===== src/rtl/alu_addsub_pipe_pkg.sv =====
// Shared definitions for the chunked add/subtract pipeline: op encodings,
// default geometry and the registered flag bundle.
package alu_addsub_pipe_pkg;

    localparam logic ALU_OP_ADD = 1'b0;
    localparam logic ALU_OP_SUB = 1'b1;

    localparam int ALU_WIDTH_DEF = 64;
    localparam int ALU_CHUNK_DEF = 16;

    typedef struct packed {
        logic of;
        logic cf;
        logic zf;
        logic sf;
    } alu_flags_t;

endpackage


===== src/rtl/alu_addsub_pipe_slice.sv =====
// CHUNK-bit ripple-carry slice; also exposes the carry into its top bit so the
// final stage can form signed overflow.
module addsub_slice #(
    parameter int CHUNK = 16
) (
    input  logic [CHUNK-1:0] a_i,
    input  logic [CHUNK-1:0] b_i,
    input  logic             cin_i,
    output logic [CHUNK-1:0] sum_o,
    output logic             cout_o,
    output logic             cmsb_o
);

    logic [CHUNK:0] carry;

    always_comb begin
        carry    = '0;
        sum_o    = '0;
        carry[0] = cin_i;
        for (int i = 0; i < CHUNK; i++) begin
            sum_o[i]     = a_i[i] ^ b_i[i] ^ carry[i];
            carry[i+1]   = (a_i[i] & b_i[i]) | (carry[i] & (a_i[i] ^ b_i[i]));
        end
    end

    assign cout_o = carry[CHUNK];
    assign cmsb_o = carry[CHUNK-1];

endmodule


===== src/rtl/alu_addsub_pipe.sv =====
// Signed add/subtract resolved CHUNK bits per stage; the carry and the operand
// bits still to be consumed ride along with each transaction.
module alu_addsub_pipe
    import alu_addsub_pipe_pkg::*;
#(
    parameter int WIDTH = ALU_WIDTH_DEF,
    parameter int CHUNK = ALU_CHUNK_DEF
) (
    input  logic             clk,
    input  logic             rst,
    input  logic             in_valid,
    output logic             in_ready,
    input  logic             op,
    input  logic [WIDTH-1:0] a,
    input  logic [WIDTH-1:0] b,
    output logic             out_valid,
    input  logic             out_ready,
    output logic [WIDTH-1:0] s,
    output logic             of,
    output logic             cf,
    output logic             zf,
    output logic             sf
);

    localparam int STAGES = WIDTH / CHUNK;
    localparam int LAST   = STAGES - 1;
    localparam int FW     = (STAGES > 1) ? STAGES - 1 : 1;

    // Handshake: a transfer happens on a rising edge where valid && ready.
    // The whole pipe advances unless the output holds an untaken result, so
    // in_ready is simply "not stalled" and bubbles move like real entries.
    logic advance;

    logic [FW-1:0][WIDTH-1:0]     a_q, b_q;
    logic [FW-1:0]                c_q, op_q;
    logic [STAGES-1:0][WIDTH-1:0] s_q, s_d;
    logic [STAGES-1:0]            v_q;
    alu_flags_t                   flags_q, flags_d;

    logic [STAGES-1:0][WIDTH-1:0] a_in, b_in, s_in;
    logic [STAGES-1:0]            v_in, op_in, c_in, cout;
    logic [STAGES-1:0][CHUNK-1:0] sum;
    logic                         cmsb_last;

    assign out_valid = v_q[LAST];
    assign advance   = !(out_valid && !out_ready);
    assign in_ready  = advance;

    assign s  = s_q[LAST];
    assign of = flags_q.of;
    assign cf = flags_q.cf;
    assign zf = flags_q.zf;
    assign sf = flags_q.sf;

    for (genvar k = 0; k < STAGES; k++) begin : g_stage
        logic cmsb_k;

        if (k == 0) begin : g_head
            // Subtract is a + ~b + 1: invert b once here, seed carry-in with op.
            assign a_in[k]  = a;
            assign b_in[k]  = (op == ALU_OP_SUB) ? ~b : b;
            assign s_in[k]  = '0;
            assign v_in[k]  = in_valid;
            assign op_in[k] = op;
            assign c_in[k]  = (op == ALU_OP_SUB);
        end else begin : g_body
            logic unused_lo;
            assign a_in[k]   = a_q[k-1];
            assign b_in[k]   = b_q[k-1];
            assign s_in[k]   = s_q[k-1];
            assign v_in[k]   = v_q[k-1];
            assign op_in[k]  = op_q[k-1];
            assign c_in[k]   = c_q[k-1];
            assign unused_lo = ^{a_in[k][k*CHUNK-1:0], b_in[k][k*CHUNK-1:0]};
        end

        addsub_slice #(
            .CHUNK(CHUNK)
        ) u_slice (
            .a_i   (a_in[k][k*CHUNK +: CHUNK]),
            .b_i   (b_in[k][k*CHUNK +: CHUNK]),
            .cin_i (c_in[k]),
            .sum_o (sum[k]),
            .cout_o(cout[k]),
            .cmsb_o(cmsb_k)
        );

        if (k == LAST) begin : g_tail
            assign cmsb_last = cmsb_k;
        end else begin : g_mid
            logic unused_cmsb;
            assign unused_cmsb = cmsb_k;
        end
    end

    always_comb begin
        s_d = '0;
        for (int k = 0; k < STAGES; k++) begin
            s_d[k]                   = s_in[k];
            s_d[k][k*CHUNK +: CHUNK] = sum[k];
        end
        flags_d.of = cmsb_last ^ cout[LAST];
        flags_d.cf = (op_in[LAST] == ALU_OP_SUB) ? ~cout[LAST] : cout[LAST];
        flags_d.zf = (s_d[LAST] == '0);
        flags_d.sf = s_d[LAST][WIDTH-1];
    end

    always_ff @(posedge clk or posedge rst) begin
        if (rst) begin
            v_q     <= '0;
            s_q     <= '0;
            a_q     <= '0;
            b_q     <= '0;
            c_q     <= '0;
            op_q    <= '0;
            flags_q <= '0;
        end else if (advance) begin
            v_q     <= v_in;
            s_q     <= s_d;
            flags_q <= flags_d;
            for (int k = 0; k < STAGES - 1; k++) begin
                a_q[k]  <= a_in[k];
                b_q[k]  <= b_in[k];
                c_q[k]  <= cout[k];
                op_q[k] <= op_in[k];
            end
        end
    end

endmodule


===== config.mk =====
export PLATFORM = sky130hd
export DESIGN_NAME = alu_addsub_pipe
export DESIGN_NICKNAME = d
export VERILOG_FILES = /design/src/rtl/alu_addsub_pipe_pkg.sv /design/src/rtl/alu_addsub_pipe_slice.sv /design/src/rtl/alu_addsub_pipe.sv
export SDC_FILE = /design/constraint.sdc
export NUM_CORES = 1
export LEC_CHECK = 0
export BUFFER_PORTS_ARGS = -buffer_cell sky130_fd_sc_hd__buf_2
export CORE_ASPECT_RATIO = 1.4
export CORE_MARGIN = 1.5
export CORE_UTILIZATION = 45
export DETAILED_ROUTE_END_ITERATION = 12
export HOLD_SLACK_MARGIN = 0.15
export PLACE_DENSITY = 0.69
export SLEW_MARGIN = 10
export SYNTH_ARGS = -nofsm -noshare
export SYNTH_HDL_FRONTEND = slang
export SYNTH_SLANG_ARGS = --single-unit

===== constraint.sdc =====
create_clock -name clk -period 22.9 [get_ports clk]
set_clock_uncertainty 0.15 [all_clocks]
set_input_delay 3.435 -clock clk [delete_from_list [all_inputs] [get_ports clk]]
set_output_delay 3.435 -clock clk [all_outputs]
set_load 0.01 [all_outputs]

==> flow_summary_export.csv, run 1 <==
group,metric,value,unit
floorplanning,die_w,160,um
status,status,"completed",
floorplanning,io_pins,203,
setup_path,cp.required,23170,ps
yosys,ys_ff_latch,365,
timing,period_minus_slack,10370,ps
routing,met3WireLength,1320,um
timing,whs,308,ps
setup_path,cp-start-kind,"input pin",
global_routing,grt_pass1_wl,53900,um
timing,rsz0062_at_grt,"false",
floorplanning,fp.dieH,223,um
power,ir_worst_vdd,0.0760,mV
power,p_leak,9.37,nW
timing,clock.fmax,96.5,MHz
flow_run,drv_cap,0,
routing,wl_per_cell,13.9,um
final_layout,drive_above_1_share,0.148,
placement,gp_congestion,0.789,
yosys,syn-cell-area,0.0156,mm2
timing,finalSetupViolations,0,
global_routing,grt_usage,0.187,
floorplanning,rows,80,
final_layout,instances_no_fill,2287,
routing,vias,10710,
placement,dp_cells,2224,
global_routing,gr-total-overflow,0,
clock_network,clkTransAtPathRegs,70,ps
setup_path,cp_max_fo,23,
clock_network,post_cts_buffers,0,
timing,tns,0,ps
setup_path,critical_path_class,"in2reg",
clock_network,clock_tree.buffer_depth,3,
power,power_density,138,mW/mm2
clock_network,cts_tree,"built",
routing,vias_per_cell,4.68,
routing,top_layer_used,"met4",
yosys,syn_avg_cell_area,9.44,um2
yosys,yosysUniqueCellTypes,24,
clock_network,htree_levels,2,
clock_network,cts_resized,0,
hold_path,hp-class,"reg2reg",
global_routing,grt_pass1_vias,10710,
floorplanning,dieArea,0.0358,mm2
global_routing,grt_max_degree,224,
global_routing,antenna_found_initial,1,
routing,first_pass_iters,4,
yosys,yosys_warnings,0,
clock_network,clock_sinks,365,
timing,final-hold-violation-count,0,
setup_path,cp-end-kind,"register",
routing,wl_met2,15700,um
final_layout,syn2layout_area_growth,15.7,%
clock_network,ctsHoldBuffers,0,
yosys,syn-num-nets,1849,
clock_network,clkLatencyLatePin,530,ps
floorplanning,core,0.0341,mm2
routing,drcViolationCount,0,
timing,worst_pin_slew,1070,ps
clock_network,root_buffer,"clkbuf_16",
placement,dp_hpwl,21300,um
routing,drtIter0Drc,897,
yosys,synth_cells,1653,
timing,fin_crit_sh,0.453,
floorplanning,start_util,0.457,
routing,wl_met1,13800,um
routing,wirelength,31900,um
routing,detail-route-antenna-nets,0,
placement,io_buffers,202,
timing,maxSlewHeadroom,0.289,
setup_path,critPathArrivalTime,10630,ps
final_layout,layout.nets,2007,
clock_network,numCtsBuffers,36,
yosys,yosysSeqAreaShare,0.585,
timing,maxSlewViolCount,0,
-- critical path: stages --
cell and delay [ps]:
buf_4 350, xor2_1 240, fa_1 200, inv_1 50
fa_1 490, fa_1 460, fa_1 440, fa_1 440
fa_1 430, fa_1 430, fa_1 430, fa_1 430
fa_1 460, fa_1 460, fa_1 430, fa_1 430
fa_1 390, inv_1 80, fa_1 410, nand2_1 60
nand2_1 60
-- where the power goes --
part / total (mW) / switching [mW] / internal (mW)
clock: 0.591 / 0.242 / 0.348
combinational: 0.790 / 0.476 / 0.314
sequential: 1.12 / 0.184 / 0.934
total: 2.50 / 0.902 / 1.60
-- stage by stage --
| stage | worst slack, ps | utilization | power [mW] | area (um2) |
|---|---|---|---|---|
| 3_3_place_gp | 11940 | 0.494 | 1.90 | 16900 |
| 6_report | 12530 | 0.529 | 2.50 | 18100 |
| 5_1_grt | 12210 | 0.529 | 2.72 | 18100 |
| 3_5_place_dp | 11880 | 0.494 | 1.94 | 16900 |
| 4_1_cts | 12440 | 0.529 | 2.54 | 18000 |
| 2_1_floorplan | 9180 | - | 1.67 | 15600 |
-- flip-flops by register name, indices dropped and copies added, names as in the netlist --
register  count
v_q           4
s            64
s_d          96
a_in         96
op_q          3
c_q           3
of            1
cf            1
b_in         96
zf            1
-- cells in the mapped netlist, drive strengths merged --
| cell | number | area share |
|---|---|---|
| xnor2 | 62 | 0.035 |
| nor2 | 20 | 0.0048 |
| fa | 63 | 0.081 |
| buf | 72 | 0.023 |
| mux2 | 1 | 0.00072 |
| o21ai | 61 | 0.020 |
| dfrtp | 365 | 0.59 |
| nand2b | 1 | 0.00040 |
| and2b | 1 | 0.00048 |
| nor4b | 1 | 0.00056 |
| or4 | 1 | 0.00048 |
| inv | 34 | 0.0082 |
| nand2 | 911 | 0.22 |
| clkbuf | 16 | 0.0038 |
| clkinv | 1 | 0.00024 |
| nand4 | 3 | 0.0012 |
| a21oi | 20 | 0.0064 |
| nand3 | 1 | 0.00032 |
| nor4 | 15 | 0.0072 |
| xor2 | 4 | 0.0022 |
-- path summary, 6_finish.rpt --
check,from,to,slack (ps),cells past startpoint
min,s[30]$_DFFE_PP0N_,s[30]$_DFFE_PP0N_,310,2
max in group asynchronous,rst,b_in[113]$_DFFE_PP0N_,18170,3
min reg2reg,s[30]$_DFFE_PP0N_,s[30]$_DFFE_PP0N_,310,2
max,op,s_d[79]$_DFFE_PP0N_,12530,21
max reg2reg,a_in[240]$_DFFE_PP0N_,zf$_DFFE_PP0N_,14910,22
min in group asynchronous,rst,s_d[215]$_DFFE_PP0N_,2870,2
-- cell families after synthesis --
family / share of synthesized area
AND/OR/NAND/NOR: 0.235
flip-flops: 0.585
buffers and inverters: 0.0354
AO/OA/AOI/OAI: 0.0260
XOR/XNOR: 0.0370
adder cells (fa/ha/maj): 0.0808
multiplexers: 0.000722
-- layout make-up --
type	count	area, um2
well taps	451	564
clock buffers	51	1070
fillers	3171	16100
repair buffers	208	1100
multi-input cells	1165	5920
clock inverters	11	120
inverters	35	146
diodes	1	2.50
flip-flops and latches	365	9130
-- layer usage --
| layer | vias to the layer above | global-route usage |
|---|---|---|
| met5 | - | 0 |
| met4 | 0 | 0.0742 |
| met3 | 57 | 0.0255 |
| met2 | 216 | 0.316 |
| met1 | 5079 | 0.245 |
| li1 | 5358 | - |
-- placed cells by master (no fill, tap or decap), drive strengths merged, types with 2 or more instances in the layout --
cell / synthesis / layout
nand4: 3 / 3
xnor2: 62 / 62
clkbuf: 16 / 51
fa: 63 / 63
nor4: 15 / 15
a21oi: 20 / 20
bufinv: 0 / 2
xor2: 4 / 4
clkinv: 1 / 9
nand2: 911 / 911
buf: 72 / 208
inv: 34 / 35
nor2: 20 / 20
o21ai: 61 / 61
dfrtp: 365 / 365
Power figures use the tool's default switching activity.
==> run 2, diff against run 1 <==
- PLACE_DENSITY: 0.69 -> 0.71
- clock period: 22.9 -> 8.3 ns (I/O delays scaled with it)
==> run 2 against run 1 <==
Register-to-register slack got worse by 15000 ps. Utilization rose by 0.066 points. Global-route usage fell by 0.11 points. Critical path type is now reg2reg. Largest power group unchanged. Power rose to 2.8 times the previous value. Largest cell class unchanged. Die area did not move. Count of clock-buffer cells in the layout rose by 9.
==> flow_summary_export.csv, run 2 (synthesis gave the netlist of run 1 again) <==
group,metric,value,unit
setup_path,cp-end-kind,"register",
status,status,"completed",
placement,dp_cells,2226,
routing,wl_per_cell,14.1,um
setup_path,worst_r2r_path_depth,22,
timing,worst_pin_slew,1110,ps
setup_path,rrSetupSlack,370,ps
power,p_switching,2.51,mW
clock_network,cts_resized,0,
setup_path,cp_max_fo,2,
flow_run,drv_cap,0,
setup_path,cp.required,8600,ps
global_routing,grt_max_degree,251,
setup_path,worstPathCellList,"fa_1 > fa_1 > fa_1 > fa_1 > fa_1 > fa_1 > fa_1 > fa_1 > fa_1 > fa_1 > fa_1 > fa_1 > inv_1 > fa_1 > inv_1 > fa_1 > fa_1 > fa_1 > nor4_1 > nand4_1 > or4_1 > o21ai_1",
floorplanning,start_util,0.457,
power,p_sw_frac,0.363,
floorplanning,io_pins,203,
global_routing,grt.busiest_layer,"met2",
clock_network,htree_levels,2,
timing,final-hold-violation-count,0,
clock_network,root_buffer,"clkbuf_16",
clock_network,cts_tree,"built",
placement,io_buffers,202,
power,p_clk_frac,0.235,
routing,vias_per_cell,4.70,
global_routing,grt_use_met1,0.241,
hold_path,holdPathEnd,"v_q[3]$_DFFE_PP0N_",
timing,period_minus_slack,7930,ps
clock_network,clock_tree.buffer_depth,3,
floorplanning,core,0.0341,mm2
floorplanning,rows,80,
routing,vias,10761,
floorplanning,fp.dieH,223,um
power,power_frac_comb,0.316,
setup_path,critical_path_buf_inv_count,2,
routing,wirelength,32300,um
power,power_density,383,mW/mm2
setup_path,r2r-end,"zf$_DFFE_PP0N_",
power,p_total,6.91,mW
global_routing,use_met3,0.0277,
setup_path,critical_path_class,"reg2reg",
final_layout,syn2layout_area_growth,15.8,%
final_layout,final_cell_mix,"nand2_1 (911), dfrtp_1 (365), buf_2 (201)",
timing,finalSetupViolations,0,
global_routing,grt_pass1_wl,53600,um
timing,tns,0,ps
timing,maxSlewViolCount,0,
timing,maxSlewHeadroom,0.258,
clock_network,post_cts_buffers,0,
global_routing,gr-total-overflow,0,
placement,dp_hpwl,21500,um
power,internal_power,4.40,mW
timing,fin_crit_sh,0.955,
routing,drtIter0Drc,688,
setup_path,cp-start-kind,"register",
routing,drcViolationCount,0,
global_routing,antenna_found_initial,3,
floorplanning,dieArea,0.0358,mm2
final_layout,instances_no_fill,2290,
clock_network,numCtsBuffers,37,
placement,gp_congestion,0.790,
hold_path,min_path_cells,1,
final_layout,fillers,3116,
clock_network,clock_sinks,365,
global_routing,grt_use_met2,0.314,
global_routing,grt_usage,0.186,
global_routing,grt_pass1_vias,10851,
final_layout,layout.nets,2010,
hold_path,hp-class,"reg2reg",
power,ir_worst_vdd,0.196,mV
setup_path,cp_slowest_stage_delay,460,ps
routing,first_pass_iters,4,
setup_path,rr_startpoint,"a_in[240]$_DFFE_PP0N_",
timing,rsz0062_at_grt,"false",
final_layout,final_common_cell,"nand2_1",
timing,clock.fmax,126,MHz
clock_network,clkLatencyLatePin,530,ps
routing,detail-route-antenna-nets,0,
setup_path,crit_top_cell,"fa_1",
floorplanning,die_w,160,um
clock_network,clkTransAtPathRegs,60,ps
clock_network,ctsHoldBuffers,0,
power,p_leak,9.37,nW
final_layout,drive_above_1_share,0.146,
hold_path,hp-start,"v_q[2]$_DFFE_PP0N_",
setup_path,slowest_stage,"fa_1",
setup_path,critPathTopFamily,"adder cells",
power,sequentialPowerShare,0.448,
setup_path,critPathArrivalTime,8230,ps
## run 2: cell types whose count changed in the layout (fill, tap and decap cells not counted)
cell	before	now
buf_12	3	4
buf_4	4	5
bufinv_16	2	1
clkbuf_1	6	12
clkbuf_8	7	10
clkinv_2	7	0
clkinvlp_4	0	1
inv_8	2	1
## run 2: per-layer routing
metal / vias to the layer above / share of wire
met5: - / 0.00031
met4: 2 / 0.033
met3: 62 / 0.037
met2: 209 / 0.49
met1: 5130 / 0.43
li1: 5358 / -
## run 2: worst max path at each step
stage                           from                   to  slack (ps)  depth (start not counted)
2_1_floorplan                     op  s_d[79]$_DFFE_PP0N_          10                         22
3_3_place_gp                      op  s_d[79]$_DFFE_PP0N_        -200                         21
3_5_place_dp                      op  s_d[79]$_DFFE_PP0N_        -260                         21
4_1_cts                           op  s_d[79]$_DFFE_PP0N_         310                         21
5_1_grt        a_in[240]$_DFFE_PP0N_       zf$_DFFE_PP0N_          80                         22
6_report       a_in[240]$_DFFE_PP0N_       zf$_DFFE_PP0N_         370                         22
## run 2: cell type report
cell class | instances | area, um2 | share of cell area
flip-flops and latches | 365 | 9130 | 0.505
multi-input cells | 1165 | 5920 | 0.327
clock buffers | 60 | 1130 | 0.0627
repair buffers | 210 | 1120 | 0.0622
well taps | 451 | 564 | 0.0312
inverters | 35 | 143 | 0.00789
clock inverters | 3 | 55.1 | 0.00305
diodes | 1 | 2.50 | 0.000138
## run 2: per-stage QoR
stage               worst slack [ps]  hold slack, ps  area, um2  utilization
global route                    83.4             329      18100        0.530
global placement                -202             292      16900        0.495
detailed placement              -255             301      16900        0.495
finish                           374             305      18100        0.530
floorplan                       10.2             280      15600            -
CTS                              314             310      18100        0.529
## run 2: worst register-to-register path, delay by kind of cell, from the launching register on
family	cells	cell delay [ps]
compound gates	1	130
simple gates	3	860
flops	1	400
fa+ha+maj	16	6200
buf+inv	2	130
## run 2: power by group through the flow
stage,Clock [mW],Combinational [mW],Sequential (mW)
floorplan,0,1.53,3.08
global placement,0,2.13,3.09
detailed placement,0,2.22,3.14
CTS,1.67,2.23,3.11
global route,1.74,2.56,3.20
finish,1.63,2.19,3.10
==> run 3, diff against run 2 <==
- GPL_ROUTABILITY_DRIVEN: default -> 0
- PLACE_DENSITY: 0.71 -> 0.69
- clock period: 8.3 -> 7.9 ns (I/O delays scaled with it)
==> run 3 against run 2 <==
Fmax increased by 3.4%. Non-clock buffer count increased by 6. Die area unchanged. Final area increased by 0.58%. Utilization increased by 0.31 points. Count of clock-buffer cells in the layout decreased by 6. First-iteration DRC count increased by 5.1%. Sequential share of layout area decreased by 0.29 points. Register-to-register slack got worse by 140 ps. Combinational power increased by 5%. Via count increased by 0.41%. Critical path depth unchanged.
==> flow_summary_export.csv, run 3 (synthesis gave the netlist of run 1 again) <==
group,metric,value,unit
routing,wirelength,32000,um
setup_path,critPathTopFamily,"adder cells",
status,status,"completed",
placement,io_buffers,202,
final_layout,layout.nets,2016,
routing,detail-route-antenna-nets,0,
global_routing,grt_pass1_wl,53700,um
clock_network,ctsHoldBuffers,0,
timing,worst_pin_slew,1180,ps
final_layout,multi_input_area,0.00596,mm2
floorplanning,fp.dieH,223,um
final_layout,antenna_cells,0,
final_layout,seqCellArea,0.00913,mm2
floorplanning,start_util,0.457,
power,power_frac_comb,0.316,
routing,wl_per_cell,13.9,um
floorplanning,die_w,160,um
clock_network,numCtsBuffers,37,
routing,first_pass_iters,4,
setup_path,critical_path_class,"reg2reg",
routing,vias,10805,
power,power_density,402,mW/mm2
routing,drtIter0Drc,723,
setup_path,cp.required,8200,ps
hold_path,min_path_cells,2,
timing,whs,309,ps
timing,final-hold-violation-count,0,
clock_network,root_buffer,"clkbuf_16",
clock_network,clkTransAtPathRegs,60,ps
final_layout,final_area,0.0182,mm2
power,p_leak,9.40,nW
floorplanning,core,0.0341,mm2
power,internal_power,4.68,mW
power,ir_worst_vdd,0.178,mV
timing,period_minus_slack,7660,ps
final_layout,final_cell_mix,"nand2_1 (911), dfrtp_1 (365), buf_2 (201)",
routing,drcViolationCount,0,
setup_path,worst_r2r_path_depth,22,
flow_run,drv_cap,0,
setup_path,cp-end-kind,"register",
power,p_switching,2.63,mW
final_layout,final_common_cell,"nand2_1",
routing,vias_per_cell,4.70,
clock_network,clock_tree.buffer_depth,3,
floorplanning,rows,80,
power,p_clk_frac,0.239,
global_routing,antenna_found_initial,1,
final_layout,drive_above_1_share,0.160,
power,p_sw_frac,0.360,
global_routing,grt_pass1_vias,10725,
final_layout,syn2layout_area_growth,16.5,%
power,sequentialPowerShare,0.444,
hold_path,hp-class,"reg2reg",
floorplanning,io_pins,203,
floorplanning,dieArea,0.0358,mm2
timing,maxSlewHeadroom,0.207,
placement,place_area,0.0169,mm2
placement,dp_hpwl,21300,um
timing,tns,0,ps
setup_path,critical_path_buf_inv_count,2,
setup_path,crit_top_cell,"fa_1",
timing,maxSlewViolCount,0,
clock_network,clock_sinks,365,
setup_path,worstPathCellList,"fa_2 > fa_1 > fa_1 > fa_1 > fa_1 > fa_1 > fa_1 > fa_2 > fa_2 > fa_2 > fa_2 > fa_1 > inv_1 > fa_1 > inv_1 > fa_2 > fa_2 > fa_1 > nor4_2 > nand4_1 > or4_1 > o21ai_1",
timing,clock.fmax,130,MHz
setup_path,slowest_stage,"or4_1",
setup_path,r2r-end,"zf$_DFFE_PP0N_",
hold_path,holdPathEnd,"s[24]$_DFFE_PP0N_",
global_routing,gr-total-overflow,0,
global_routing,grt_max_degree,219,
setup_path,rrSetupSlack,240,ps
setup_path,cp-start-kind,"register",
setup_path,cp_max_fo,2,
clock_network,cts_tree,"built",
timing,fin_crit_sh,0.970,
setup_path,cp_slowest_stage_delay,570,ps
power,p_total,7.31,mW
setup_path,rr_startpoint,"a_in[240]$_DFFE_PP0N_",
clock_network,clkLatencyLatePin,520,ps
final_layout,fillers,3123,
setup_path,critPathArrivalTime,7970,ps
global_routing,grt_usage,0.186,
hold_path,hp-start,"s[24]$_DFFE_PP0N_",
timing,finalSetupViolations,0,
timing,rsz0062_at_grt,"false",
clock_network,htree_levels,2,
[run 3: per-stage QoR]
| stage | setup WS, ps | cells | util |
|---|---|---|---|
| finish | 235 | 2297 | 0.533 |
| global route | 33.7 | 2297 | 0.533 |
| CTS | 85.6 | 2296 | 0.532 |
| detailed placement | -220 | 2231 | 0.495 |
| global placement | -134 | 2231 | 0.495 |
| floorplan | 18.1 | 1653 | - |
[run 3: worst reg2reg max path: cells and delay by family (launching register included)]
| kind | cells | cell delay (ps) |
|---|---|---|
| AOI/OAI and AO/OA | 1 | 130 |
| buffers and inverters | 2 | 130 |
| DFF | 1 | 400 |
| adders and majority gates | 16 | 5950 |
| and+or+nand+nor | 3 | 850 |
[run 3: power groups by stage]
stage / logic, mW / registers (mW) / clock network [mW]
final: 2.31 / 3.25 / 1.75
after global routing: 2.72 / 3.36 / 1.88
after CTS: 2.35 / 3.26 / 1.80
after detailed placement: 2.32 / 3.29 / 0
after global placement: 2.26 / 3.25 / 0
after floorplan: 1.61 / 3.23 / 0
[run 3: per-layer routing]
| layer | share of wire | global-route usage |
|---|---|---|
| met5 | 0 | 0 |
| met1 | 0.42 | 0.241 |
| met4 | 0.031 | 0.0666 |
| met2 | 0.50 | 0.318 |
| met3 | 0.043 | 0.0301 |
[run 3: repair_timing]
action,4_1_cts,5_1_grt
buffers inserted,0,1
endpoints found under the setup margin,1,1
pin swaps,1,2
gates resized for setup,1,7
hold endpoints to repair,0,0
[run 3: worst max path at each step]
| stage | startpoint | end | slack, ps | depth (start not counted) |
|---|---|---|---|---|
| 2_1_floorplan | op | s_d[79]$_DFFE_PP0N_ | 20 | 22 |
| 3_3_place_gp | op | s_d[79]$_DFFE_PP0N_ | -130 | 21 |
| 3_5_place_dp | op | s_d[79]$_DFFE_PP0N_ | -220 | 21 |
| 4_1_cts | a_in[240]$_DFFE_PP0N_ | zf$_DFFE_PP0N_ | 90 | 22 |
| 5_1_grt | a_in[240]$_DFFE_PP0N_ | zf$_DFFE_PP0N_ | 30 | 22 |
| 6_report | a_in[240]$_DFFE_PP0N_ | zf$_DFFE_PP0N_ | 240 | 22 |
[run 3: layout make-up]
type | instances | share of cell area
Sequential cell | 365 | 0.502
Multi-Input combinational cell | 1165 | 0.328
Clock inverter | 11 | 0.00709
Inverter | 35 | 0.00785
Timing Repair Buffer | 216 | 0.0629
Clock buffer | 54 | 0.0611
Tap cell | 451 | 0.0310
